[src/rtl/inst_fetch_unit_pkg.sv]
// Constants and types for the instruction-fetch stage.
// The decode stage and register file also use these constants.
package inst_fetch_unit_pkg;

    localparam int INST_W = 32;
    localparam int PC_INC = 4;
    localparam int QDEPTH = 2;

    typedef struct packed {
        logic [INST_W-1:0] code;
        logic [INST_W-1:0] pc;
    } q_entry_t;

    // Boot program image: four R-type ops at the start, then distinct filler words.
    function automatic logic [INST_W-1:0] rom_image(input int unsigned idx);
        case (idx)
            0:       rom_image = 32'h0022_1820;
            1:       rom_image = 32'h0022_1822;
            2:       rom_image = 32'h0022_1824;
            3:       rom_image = 32'h0022_1825;
            default: rom_image = 32'h0040_0000 + idx * 32'h0000_0801;
        endcase
    endfunction

endpackage

[src/rtl/inst_rom.sv]
// Word-addressed instruction ROM with one-cycle registered read.
// An empty INIT_FILE name yields a blank (all-zero) ROM.
module inst_rom
    import inst_fetch_unit_pkg::*;
#(
    parameter int    AW        = 6,
    parameter string INIT_FILE = "inst.coe"
) (
    input  logic              clka,
    input  logic [AW-1:0]     addra,
    output logic [INST_W-1:0] douta
);

    localparam bit HAS_IMAGE = (INIT_FILE != "");

    always_ff @(posedge clka) begin
        douta <= HAS_IMAGE ? rom_image(32'(addra)) : '0;
    end

endmodule

[src/rtl/inst_fetch_unit.sv]
// Instruction fetch: PC, ROM read, 2-entry prefetch queue with valid/ready
// output, and redirect flush.
module inst_fetch_unit
    import inst_fetch_unit_pkg::*;
#(
    parameter int          AW        = 6,
    parameter logic [31:0] RESET_PC  = 32'h0000_0000,
    parameter string       INIT_FILE = "inst.coe"
) (
    input  logic        clk,
    input  logic        rst,
    input  logic        fetch_en,
    input  logic        redir_valid,
    input  logic [31:0] redir_pc,
    output logic        inst_valid,
    input  logic        inst_ready,
    output logic [31:0] inst_code,
    output logic [31:0] inst_pc,
    output logic [31:0] fetch_cnt
);

    logic [31:0]       pc;
    logic [31:0]       tag_pc;
    logic              inflight;
    logic              run;
    logic [1:0]        count;
    q_entry_t          head;
    q_entry_t          tail;
    q_entry_t          incoming;
    logic [INST_W-1:0] rom_data;
    logic [2:0]        occ;
    logic              pop;
    logic              push;
    logic              issue;

    inst_rom #(
        .AW        (AW),
        .INIT_FILE (INIT_FILE)
    ) u_rom (
        .clka  (clk),
        .addra (pc[AW+1:2]),
        .douta (rom_data)
    );

    // Empty slots are kept at zero, so the head reads 0 whenever the queue is empty.
    assign inst_valid = (count != 2'd0);
    assign inst_code  = head.code;
    assign inst_pc    = head.pc;

    assign pop      = inst_valid & inst_ready;
    assign push     = inflight;
    assign incoming = '{code: rom_data, pc: tag_pc};

    // Slots committed after this edge; an in-flight read already owns one.
    assign occ   = {1'b0, count} + {2'b00, inflight} - {2'b00, pop};
    // run delays the first issue by one cycle after reset release.
    assign issue = run & fetch_en & ~redir_valid & (occ < 3'(QDEPTH));

    always_ff @(posedge clk or negedge rst) begin
        if (!rst) begin
            run       <= 1'b0;
            pc        <= RESET_PC;
            tag_pc    <= '0;
            inflight  <= 1'b0;
            count     <= '0;
            head      <= '0;
            tail      <= '0;
            fetch_cnt <= '0;
        end else begin
            run <= 1'b1;
            if (pop) begin
                fetch_cnt <= fetch_cnt + 32'd1;
            end
            if (redir_valid) begin
                // The word returning from the ROM this cycle is dropped with the queue.
                pc       <= redir_pc & ~32'h0000_0003;
                inflight <= 1'b0;
                count    <= '0;
                head     <= '0;
                tail     <= '0;
            end else begin
                inflight <= issue;
                if (issue) begin
                    tag_pc <= pc;
                    pc     <= pc + 32'(PC_INC);
                end
                case ({push, pop})
                    2'b10: begin
                        if (count == 2'd0) begin
                            head <= incoming;
                        end else begin
                            tail <= incoming;
                        end
                        count <= count + 2'd1;
                    end
                    2'b01: begin
                        head  <= tail;
                        tail  <= '0;
                        count <= count - 2'd1;
                    end
                    2'b11: begin
                        if (count == 2'd1) begin
                            head <= incoming;
                        end else begin
                            head <= tail;
                            tail <= incoming;
                        end
                    end
                    default: ;
                endcase
            end
        end
    end

endmodule

[config.mk]
export PLATFORM = sky130hd
export DESIGN_NAME = inst_fetch_unit
export DESIGN_NICKNAME = d
export VERILOG_FILES = /design/src/rtl/inst_fetch_unit_pkg.sv /design/src/rtl/inst_rom.sv /design/src/rtl/inst_fetch_unit.sv
export SDC_FILE = /design/constraint.sdc
export NUM_CORES = 1
export LEC_CHECK = 0
export ABC_AREA = 1
export CAP_MARGIN = 15
export CORE_AREA = 2 2 190 192
export CTS_CLUSTER_SIZE = 30
export DETAILED_ROUTE_END_ITERATION = 12
export DIE_AREA = 0 0 192 194
export GPL_TIMING_DRIVEN = 0
export PLACE_DENSITY = 0.53
export SYNTH_ARGS = -nofsm -noshare
export SYNTH_HDL_FRONTEND = slang
export SYNTH_SLANG_ARGS = --single-unit
[constraint.sdc]
create_clock -name clk -period 2.85 [get_ports clk]
set_input_delay 0.57 -clock clk [delete_from_list [all_inputs] [get_ports clk]]
set_output_delay 0.57 -clock clk [all_outputs]
set_load 0.01 [all_outputs]
# Word-level counts from Yosys, hierarchy flattened

Index checks and enable logic that the tools add are counted.

Bits in registers: 260
Bits of input ports: 37

$add $sub $neg: 7
$mul: 1
$lt $le $gt $ge: 1
Equal/unequal tests: 10
Muxes and demuxes: 14
Bitwise gates (word level): 5
Reduce and logical (&&, ||, !) cells: 9

Operators by type and width:

| cell                                                                          | number |
|---|---|
| 64-bit 2-to-1 mux                                                             | 6 |
| 64-bit one-hot mux with 3 select lines                                        | 2 |
| 32-bit one-hot mux with 4 select lines                                        | 1 |
| 32-bit 2-to-1 mux                                                             | 2 |
| 32-bit by 1-bit adder with 32-bit output (second input constant)              | 1 |
| 32-bit by 3-bit adder with 32-bit output (second input constant)              | 1 |
| 23-bit by 18-bit adder with 24-bit output (first input constant)              | 1 |
| 6-bit by 12-bit multiplier with 18-bit output (second input constant)         | 1 |
| 6-bit by 2-bit equality test with 1-bit output (second input constant)        | 2 |
| 3-bit != test (second input constant)                                         | 3 |
| 6-bit by 1-bit equality test with 1-bit output (second input constant)        | 1 |
| 6-bit zero test                                                               | 1 |
| 1-bit bitwise AND                                                             | 4 |
| 2-bit by 1-bit equality test with 1-bit output (second input constant)        | 2 |
| 2-bit equality test (second input constant)                                   | 2 |
| 2-bit one-hot mux with 2 select lines                                         | 1 |
| 2-bit AND reduction                                                           | 2 |
| 2-bit nonzero test                                                            | 2 |
| 4-bit nonzero test                                                            | 1 |
| 2-bit by 1-bit adder with 3-bit output                                        | 1 |
| 3-bit by 2-bit less-than comparator with 1-bit output (second input constant) | 1 |
| 3-bit AND reduction                                                           | 1 |
| 3-bit nonzero test                                                            | 1 |
| 3-bit by 1-bit subtractor with 3-bit output                                   | 1 |
| 6 further kinds                                                               | 6 |

# Longest topological paths before layout

Gate-level depths: netlist of run 1.

Word-level depth: 7
Mapped depth: 17
Gate-level depth less buffers: 15

# Modules after synthesis

Synthesis of run 1 repeated with hierarchy kept, for this count alone.

Cell total of the unflattened synthesis: 1411
Area total of the unflattened synthesis: 11269.6 sq um

By module, submodules not included:

| module          | times used | cells each | area an instance (sq um) |
|---|---|---|---|
| inst_fetch_unit | 1          | 1351       | 10761.6 |
| inst_rom        | 1          | 60         | 508.0 |

# Worst setup path before layout of run 1

OpenSTA, ideal clock, no wires.

Path type: reg2reg
From: register count[1]
To: register pc[26]
Setup time: 0.127 ns
Data arrival time: 2.502 ns
Slack: 0.222 ns
Cell stages (with the launch flop): 17
Buffers on the path: 3
Period minus slack after synthesis: 2.628 ns
Cell sequence: dfrtp_1 -> inv_1 -> ha_1 -> inv_2 -> nand2_4 -> buf_2 -> nor2_1 -> o21ai_0 -> fa_1 -> nand2_1 -> nor2_1 -> nand2_1 -> buf_6 -> buf_6 -> nand3_1 -> nand2_1 -> nand3b_1

Cells in the longest elaborated chain, start to end: 6

RTL lines:

| item                                                  | line                  | RTL |
|---|---|---|
| from (decl)                                           | inst_fetch_unit.sv:26 | `logic [1:0] count;` |
| from (signal assigned)                                | inst_fetch_unit.sv:94 | `count <= count + 2'd1;` |
| from (signal assigned)                                | inst_fetch_unit.sv:99 | `count <= count - 2'd1;` |
| 2-bit nonzero test                                    | inst_fetch_unit.sv:46 | `assign inst_valid = (count != 2'd0);` |
| via inst_valid                                        | inst_fetch_unit.sv:15 | `output logic inst_valid,` |
| 1-bit bitwise AND                                     | inst_fetch_unit.sv:50 | `assign pop = inst_valid & inst_ready;` |
| 3-bit by 1-bit subtractor with 3-bit output           | inst_fetch_unit.sv:55 | `assign occ = {1'b0, count} + {2'b00, inflight} - {2'b00, pop};` |
| 3-bit by 2-bit less-than comparator with 1-bit output | inst_fetch_unit.sv:57 | `assign issue = run & fetch_en & ~redir_valid & (occ < 3'(QDEPTH));` |
| 1-bit bitwise AND                                     | inst_fetch_unit.sv:57 |  |
| 2-bit nonzero test (no source line)                   | --                    |  |
| to (signal assigned)                                  | inst_fetch_unit.sv:76 | `pc <= redir_pc & ~32'h0000_0003;` |
| to (signal assigned)                                  | inst_fetch_unit.sv:85 | `pc <= pc + 32'(PC_INC);` |
| to (decl)                                             | inst_fetch_unit.sv:22 | `logic [31:0] pc;` |

The timed path passes the listed nets, and every way through them passes these cells.
A chain may end at the register's enable or synchronous reset.

# Worst setup path after layout of run 1

From: register count[0]
To: register pc[29]

Cells in the longest elaborated chain, start to end: 6

RTL lines:

| item                                                                           | line |
|---|---|
| branches (longest 2 deep; another with 2-bit by 1-bit adder with 3-bit output) | -- |
| 3-bit by 1-bit subtractor with 3-bit output (*)                                | inst_fetch_unit.sv:55 |
| 3-bit by 2-bit less-than comparator with 1-bit output (*)                      | inst_fetch_unit.sv:57 |
| 1-bit bitwise AND (*)                                                          | inst_fetch_unit.sv:57 |
| 2-bit nonzero test (no source line) (*)                                        | -- |

Every way passes the cells marked *.

==> key figures, run 1 <==
Synth
  – Post-synth EDFFs: 0
  – Post-synth ARST share: 93.8%
  – Mean Syn Cell Area: 7.85 µm²
  – Unique masters post-synth: 39
  – Top FF cell, synth: dfrtp_1
  – Post-Syn Instances: 1234
  – Synthesis-stage register bit count: 194
  – YS warnings: 0
  – Sequential area share after synthesis: 49.5%
  – Mapped Area: 9690 µm²

Worst setup path
  – CP max FO: 10
  – Worst Reg-to-Reg Cells: 16
  – R2R setup slack: 0.15 ns
  – RR Startpoint: count[0]
  – WP data required: 3.24 ns
  – CP Capture Type: register
  – CP Launch Type: register
  – Critical setup path kind: register to register
  – Crit Reg-Reg Endpoint: pc[29]
  – Worst path arrival time: 3.10 ns

Detailed routing
  – Drt drc: 0
  – Total routed wirelength: 27300 µm
  – Via count: 8345
  – DR WL/cell: 14.6 µm
  – Iteration-0 DRC Markers: 524
  – First-pass detailed-route iteration total: 5
  – Remaining antenna violation count: 0
  – Vias/cell: 4.47

Pwr
  – Comb pwr share: 31.9%
  – Int Pwr: 0.00589 W
  – Max VDD drop: 484 µV
  – Clk pwr share: 27.2%
  – Sw Pwr: 0.00329 W
  – Power Total: 0.00918 W
  – Power per standard cell area: 749 nW/µm²
  – Register share of total power: 40.9%
  – Sw Share: 35.9%
  – Leakage power: 5.68 nW

Timing
  – Hold Fails Final Rpt: 0
  – Fin worst setup slack: 0.145 ns
  – Final period util: 94.9%
  – Least-Margin Pin Slew: 0.694 ns
  – Clock Skews: 0.0160 ns
  – Tmin final: 2.70 ns
  – Relative slew slack: 53.7%
  – TNS Setup: 0 ns
  – Final setup fails: 0
  – Final Max Tran Viols: 0
  – Hold Slack: 0.0972 ns
  – Fmax: 0.370 GHz

Place
  – Port bufs: 113
  – Number of instances in the placed design: 1825
  – Final GP Congestion: 0.863
  – Post-DP HPWL: 20400 µm
  – Post-placement worst setup slack: -0.530 ns

Global routing
  – Met2 Track Usage GR: 24.4%
  – Antenna violations before repair: 0
  – Vias in the first global route: 7848
  – First-pass GRT wire length: 43400 µm
  – Met1 track demand over resource: 20.6%
  – Largest net degree at the start of global routing: 98
  – Most used routing layer: met2
  – Total track usage: 14.9%
  – M3 GR Usage: 2.06%
  – GRT overflow: 0

Clock tree
  – CTS tree: done
  – Root Driver: clkbuf_16
  – CTS sink cnt: 194
  – Htree depth: 4
  – Reg clk slew, reported paths: 0.09 ns
  – Clk_lat worst skew: 0.45 ns
  – Total CTS buffers: 17
  – Cts hold-fix bufs: 0
  – Maximum clock insertion buffer count: 2

Job
  – MaxCap Viol Count: 0

Finish
  – Area Overhead vs Synth: 26.6%
  – Non-filler cells, final: 1867
  – Share of cells above drive strength 1: 9.46%
  – Ant. Diodes: 0
  – Final #Nets: 1438

Floorplanning
  – Starting Density: 27.5%
  – Die width: 192 µm
  – Row cnt: 69
  – Core Region: 35200 µm²
  – Die height: 194 µm
  – DIE AREA: 37200 µm²
  – IO Count: 134

Run status
  – Status: finished, final reports clean

Worst hold path
  – Hold Crit Class: input pin to async pin
worst max-delay path by stage:
stage | startpoint | to | slack, ns | depth (start not counted)
final | count[0] | pc[29] | 0.15 | 16
after global placement | rst | pc[6] | -6.85 | 1
after detailed placement | inst_ready | pc[30] | -0.53 | 14
after global routing | count[0] | pc[28] | -0.007 | 17
after CTS | count[0] | pc[27] | -0.03 | 16
after floorplan | count[1] | pc[26] | 0.22 | 16
flip-flops by register name (all words and copies together) (netlist names):
name	count
u_rom.douta	12
tail	43
inst_pc	31
tag_pc	30
inflight	1
fetch_cnt	32
run	1
inst_code	12
count	2
pc	30
critical path, stage by stage, from the launching register on:
cell and delay (ns):
dfrtp_1 0.42, inv_2 0.08, ha_2 0.20, inv_2 0.08, nand2_4 0.07, buf_8 0.14
nor2_4 0.09, o21ai_1 0.09, fa_1 0.49, nand2_1 0.05, nor2_1 0.10, nand2_2 0.15
buf_8 0.18, buf_6 0.14, nor2_2 0.16, nand3_1 0.10, nand3b_1 0.10
layer usage:
metal  part of all wire (%)  vias to the layer above
met5                      0                        -
met4                    1.1                        0
met3                    3.9                       20
met2                     48                      176
met1                     47                     3938
li1                       -                     4211
kinds of logic (layout without fill, tap and decap cells):
kind of cell,count (synthesis),in the layout,synth area share (%)
AO/OA/AOI/OAI,192,192,10.9
XOR/XNOR,22,22,1.99
adder cells (fa/ha/maj),8,8,1.11
buffers and inverters,262,418,12.0
flip-flops,194,194,49.5
other,2,18,0.0775
AND/OR/NAND/NOR,554,554,24.4
per-stage QoR:
| stage | utilization [%] | cell area (µm²) |
|---|---|---|
| 2_1_floorplan | - | 9750 |
| 3_3_place_gp | 32.5 | 11500 |
| 3_5_place_dp | 32.6 | 11500 |
| 4_1_cts | 34.4 | 12100 |
| 5_1_grt | 34.8 | 12300 |
| 6_report | 34.8 | 12300 |
Yosys cell counts (all sizes together), types with 3 or more instances:
master | n | area, µm²
xnor2 | 10 | 87.6
dfrtp | 182 | 4550
ha | 7 | 87.6
a21oi | 13 | 65.1
inv | 185 | 699
o22ai | 43 | 269
nor3 | 10 | 60.1
o211ai | 6 | 45.0
nand3b | 6 | 45.0
o21ai | 125 | 626
xor2 | 12 | 105
clkinv | 3 | 11.3
dfxtp | 12 | 240
clkbuf | 22 | 82.6
nand4 | 11 | 68.8
nor2 | 105 | 439
buf | 52 | 370
nand3 | 117 | 596
nand2 | 302 | 1140
repair_timing:
item                                    in CTS  in global routing
setup buffers                                1                  8
resized for setup                            6                 21
hold endpoints to repair                     0                  0
gates cloned                                 0                  1
endpoints found under the setup margin      60                 60
pin swaps                                    0                  2
layout make-up:
class                   count  area [µm²]
plain buffers              74         484
clock buffers              18         439
repair buffers            124        1260
clock inverters            14         161
fillers                  3811       23000
inverters                 188         713
well taps                 461         577
flip-flops and latches    194        4790
multi-input cells         794        3840
placed cells by master (no fill, tap or decap), types with 5 or more instances in the layout:
cell / count
inv_8: 5
o211ai_1: 6
buf_4: 33
ha_1: 6
clkdlybuf4s50_1: 112
dfxtp_1: 12
nor2_2: 13
inv_6: 6
xnor2_1: 10
o21ai_0: 45
nand3_1: 115
nand2_1: 299
a21oi_1: 13
o22ai_1: 43
conb_1: 18
xor2_1: 12
inv_2: 5
nor2_1: 85
buf_2: 16
nor3_1: 8
inv_1: 178
clkbuf_16: 18
clkbuf_1: 21
nand3b_1: 6
nor2_4: 7
dfrtp_1: 182
buf_6: 7
nand4_1: 11
o21ai_1: 80
power by group through the flow:
stage                     Combinational (W)  Sequential (W)  Clock [W]
after floorplan                     0.00154         0.00381          0
after global placement              0.00282         0.00381          0
after detailed placement            0.00285         0.00381          0
after CTS                           0.00289         0.00375    0.00255
after global routing                0.00328         0.00383    0.00268
final                               0.00293         0.00375    0.00250
Note: power is estimated with default switching activity, not from simulation.
==> run 2, diff against run 1 <==
--- a/config.mk
+++ b/config.mk
@@ -7,12 +7,13 @@
 export LEC_CHECK = 0
 export ABC_AREA = 1
 export CAP_MARGIN = 15
-export CORE_AREA = 2 2 190 192
+export CORE_AREA = 2 2 136 138
 export CTS_CLUSTER_SIZE = 30
 export DETAILED_ROUTE_END_ITERATION = 12
-export DIE_AREA = 0 0 192 194
+export DIE_AREA = 0 0 138 140
 export GPL_TIMING_DRIVEN = 0
-export PLACE_DENSITY = 0.53
+export PLACE_DENSITY = 0.86
+export RECOVER_POWER = 50
 export SYNTH_ARGS = -nofsm -noshare
 export SYNTH_HDL_FRONTEND = slang
 export SYNTH_SLANG_ARGS = --single-unit
==> run 2 against run 1 <==
The flow now finishes with violations (capacitance limit, slew limit). Core utilization rose by 32 points. Sequential power is essentially flat. Design area fell by 3.6%. Worst setup slack worse by 0.028 ns. Critical endpoint is now pc[20]. Register-to-register slack worse by 0.03 ns. Sequential cell count unchanged. Highest routed layer unchanged.
==> key figures, run 2 (same netlist as run 1, synthesis figures left out) <==
Run status
  – Status: complete, but fails checks
  – Failing checks: capacitance limit, slew limit

Finish
  – Most flops, register: tail
  – Commonest non-fill, non-tap cell in the layout: nand2_1
  – Non-filler cells, final: 1629 (-13%)
  – Final #Nets: 1432 (-0.42%)
  – Most frequent cells in the layout: nand2_1 (299), dfrtp_1 (182), inv_1 (179)
  – Area Overhead vs Synth: 22.0%
  – Share of cells above drive strength 1: 8.07% (-1.4 points)
  – Ant. Diodes: 0 (unchanged)
  – Post-layout util: 66.5% (+32 points)
  – Largest register FFs: 43 (unchanged)

Worst setup path
  – Worst path buffer plus inverter count: 5 (unchanged)
  – CP max FO: 10 (unchanged)
  – CP Capture Type: register
  – Delay-heaviest family, CP: simple AND/OR/NAND/NOR gates
  – WP data required: 3.22 ns (-0.02 ns)
  – Critical path cell sequence: inv_1, ha_2, inv_2, nand2_4, buf_6, nor2_4, o21ai_1, fa_1, nand2_1, nor2_2, nand2_2, buf_6, buf_6, nor2_1, nand2_1, nand3_1
  – Slowest stage cell, crit path: fa_1
  – Most used cell, CP: buf_6
  – CP Launch Type: register
  – Worst path arrival time: 3.10 ns (about the same)
  – Critical setup path kind: register to register
  – CP peak stage delay: 0.50 ns (about the same)

Detailed routing
  – Remaining antenna violation count: 0 (unchanged)
  – Vias/cell: 5.33 (+19%)
  – DR WL/cell: 15.0 µm (+2.7%)
  – Iteration-0 DRC Markers: 710 (+35%)
  – First-pass detailed-route iteration total: 6 (+1)
  – Drt drc: 0 (unchanged)
  – Total routed wirelength: 24400 µm (-10%)
  – Via count: 8688 (+4.1%)

Timing
  – Least-Margin Pin Slew: 1.58 ns (+0.882 ns)
  – Clock Skews: 0.00738 ns (-0.00866 ns)
  – Hold Fails Final Rpt: 0 (unchanged)
  – Tmin final: 2.73 ns (+0.0277 ns)
  – Final Max Tran Viols: 118 (+118)
  – Fin worst setup slack: 0.118 ns (-0.0277 ns)
  – Relative slew slack: -5.10% (-59 points)
  – RSZ-0062 raised after global routing: no
  – Hold Slack: 0.461 ns (+0.364 ns)
  – Final period util: 95.9% (+0.97 points)
  – Fmax: 0.366 GHz (-1.0%)
  – Final setup fails: 0 (unchanged)

Global routing
  – Total track usage: 25.6% (+11 points)
  – GRT overflow: 0 (unchanged)
  – Largest net degree at the start of global routing: 118 (+20%)
  – First-pass GRT wire length: 40200 µm (-7.3%)
  – Antenna violations before repair: 0 (unchanged)
  – Vias in the first global route: 8324 (+6.1%)

Place
  – Post-placement worst setup slack: -0.513 ns (+0.0173 ns)
  – Number of instances in the placed design: 1593 (-13%)
  – Final GP Congestion: 0.941 (+9.0%)
  – Port bufs: 113 (unchanged)
  – Post-DP HPWL: 17900 µm (-12%)

Clock tree
  – CTS sink cnt: 194 (unchanged)
  – Root Driver: clkbuf_16
  – Maximum clock insertion buffer count: 2 (unchanged)
  – Clk_lat worst skew: 0.44 ns (about the same)
  – Cts hold-fix bufs: 0 (unchanged)
  – Total CTS buffers: 17 (unchanged)
  – Reg clk slew, reported paths: 0.07 ns (-0.02 ns)
  – CTS tree: done
  – Htree depth: 4 (unchanged)

Floorplanning
  – DIE AREA: 19300 µm² (-48%)
  – Die height: 140 µm (-28%)
  – Starting Density: 54.5% (+27 points)
  – IO Count: 134 (unchanged)
  – Row cnt: 49 (-29%)
  – Die width: 138 µm (-28%)
  – Core Region: 17800 µm² (-50%)

Pwr
  – Sw Share: 34.5% (-1.4 points)
  – Comb pwr share: 31.6% (-0.3 points)
  – Int Pwr: 0.00593 W (+0.59%)
  – Power per standard cell area: 765 nW/µm² (+2.2%)
  – Register share of total power: 41.4% (+0.5 points)
  – Max VDD drop: 532 µV (+9.8%)
  – Sw Pwr: 0.00312 W (-5.3%)
  – Leakage power: 5.60 nW (-1.5%)
  – Clk pwr share: 27.0% (-0.2 points)

Worst hold path
  – Hold Crit Class: register to register

Job
  – MaxCap Viol Count: 1 (+1)
run 2: cell types whose count changed in the layout (fill, tap and decap cells not counted), sizes merged:
cell	change
bufinv	+2
dlygate4sd3	+2
clkinvlp	+1
buf	-12
clkdlybuf4s50	-2
clkinv	+4
inv	-9
clkbuf	+8
run 2: what timing repair did:
action | 4_1_cts | 5_1_grt
gates resized for setup | 4 | 18
endpoints found under the hold margin | 0 | 0
cloned | 0 | 1
pin swaps | 0 | 1
setup buffers | 2 | 1
endpoints found under the setup margin | 60 | 60
run 2: through the flow:
step | instance area, µm² | setup TNS, ns | total power (W)
floorplan | 9750 | 0 | 0.00535
global placement | 11200 | -1153.97 | 0.00646
detailed placement | 11200 | -25.67 | 0.00658
CTS | 11800 | 0 | 0.00904
global route | 11800 | 0 | 0.00953
finish | 11800 | 0 | 0.00904
run 2: area by class of cell:
type                       count  area, µm²
clock inverter                12        158
inverter                     188        711
fill                        1427       5960
sequential                   194       4790
clock buffer                  20        437
tap                          229        287
timing repair buffer         118       1160
buffer                        74        454
multi-input combinational    794       3820
run 2: worst min-delay path: stages (launching register included):
cell	delay [ns]
dfxtp_1	0.30
inv_1	0.06
o21ai_1	0.06
run 2: path summary, 6_finish.rpt:
kind                       cells past startpoint  slack (ns)      startpoint      endpoint
setup / recovery                              16        0.12        count[1]        pc[20]
hold / removal                                 2        0.46  u_rom.douta[0]      tail[32]
setup reg to reg                              16        0.12        count[1]        pc[20]
hold reg to reg                                2        0.46  u_rom.douta[0]      tail[32]
max in group asynchronous                      2        0.52             rst         pc[8]
min in group asynchronous                      1        0.55             rst  fetch_cnt[8]
run 2: power groups by stage:
stage / registers (W) / clock network (W) / logic (W)
2_1_floorplan: 0.00381 / 0 / 0.00154
3_3_place_gp: 0.00376 / 0 / 0.00270
3_5_place_dp: 0.00378 / 0 / 0.00279
4_1_cts: 0.00373 / 0.00245 / 0.00285
5_1_grt: 0.00381 / 0.00257 / 0.00315
6_report: 0.00374 / 0.00244 / 0.00286
run 2: layer usage:
| metal | routed length [µm] | vias up | track usage, % |
|---|---|---|---|
| li1 | - | 4193 | - |
| met1 | 10300 | 4105 | 33.8 |
| met2 | 12000 | 338 | 42.2 |
| met3 | 1410 | 52 | 4.21 |
| met4 | 702 | 0 | 11.2 |
| met5 | 0 | - | 0 |
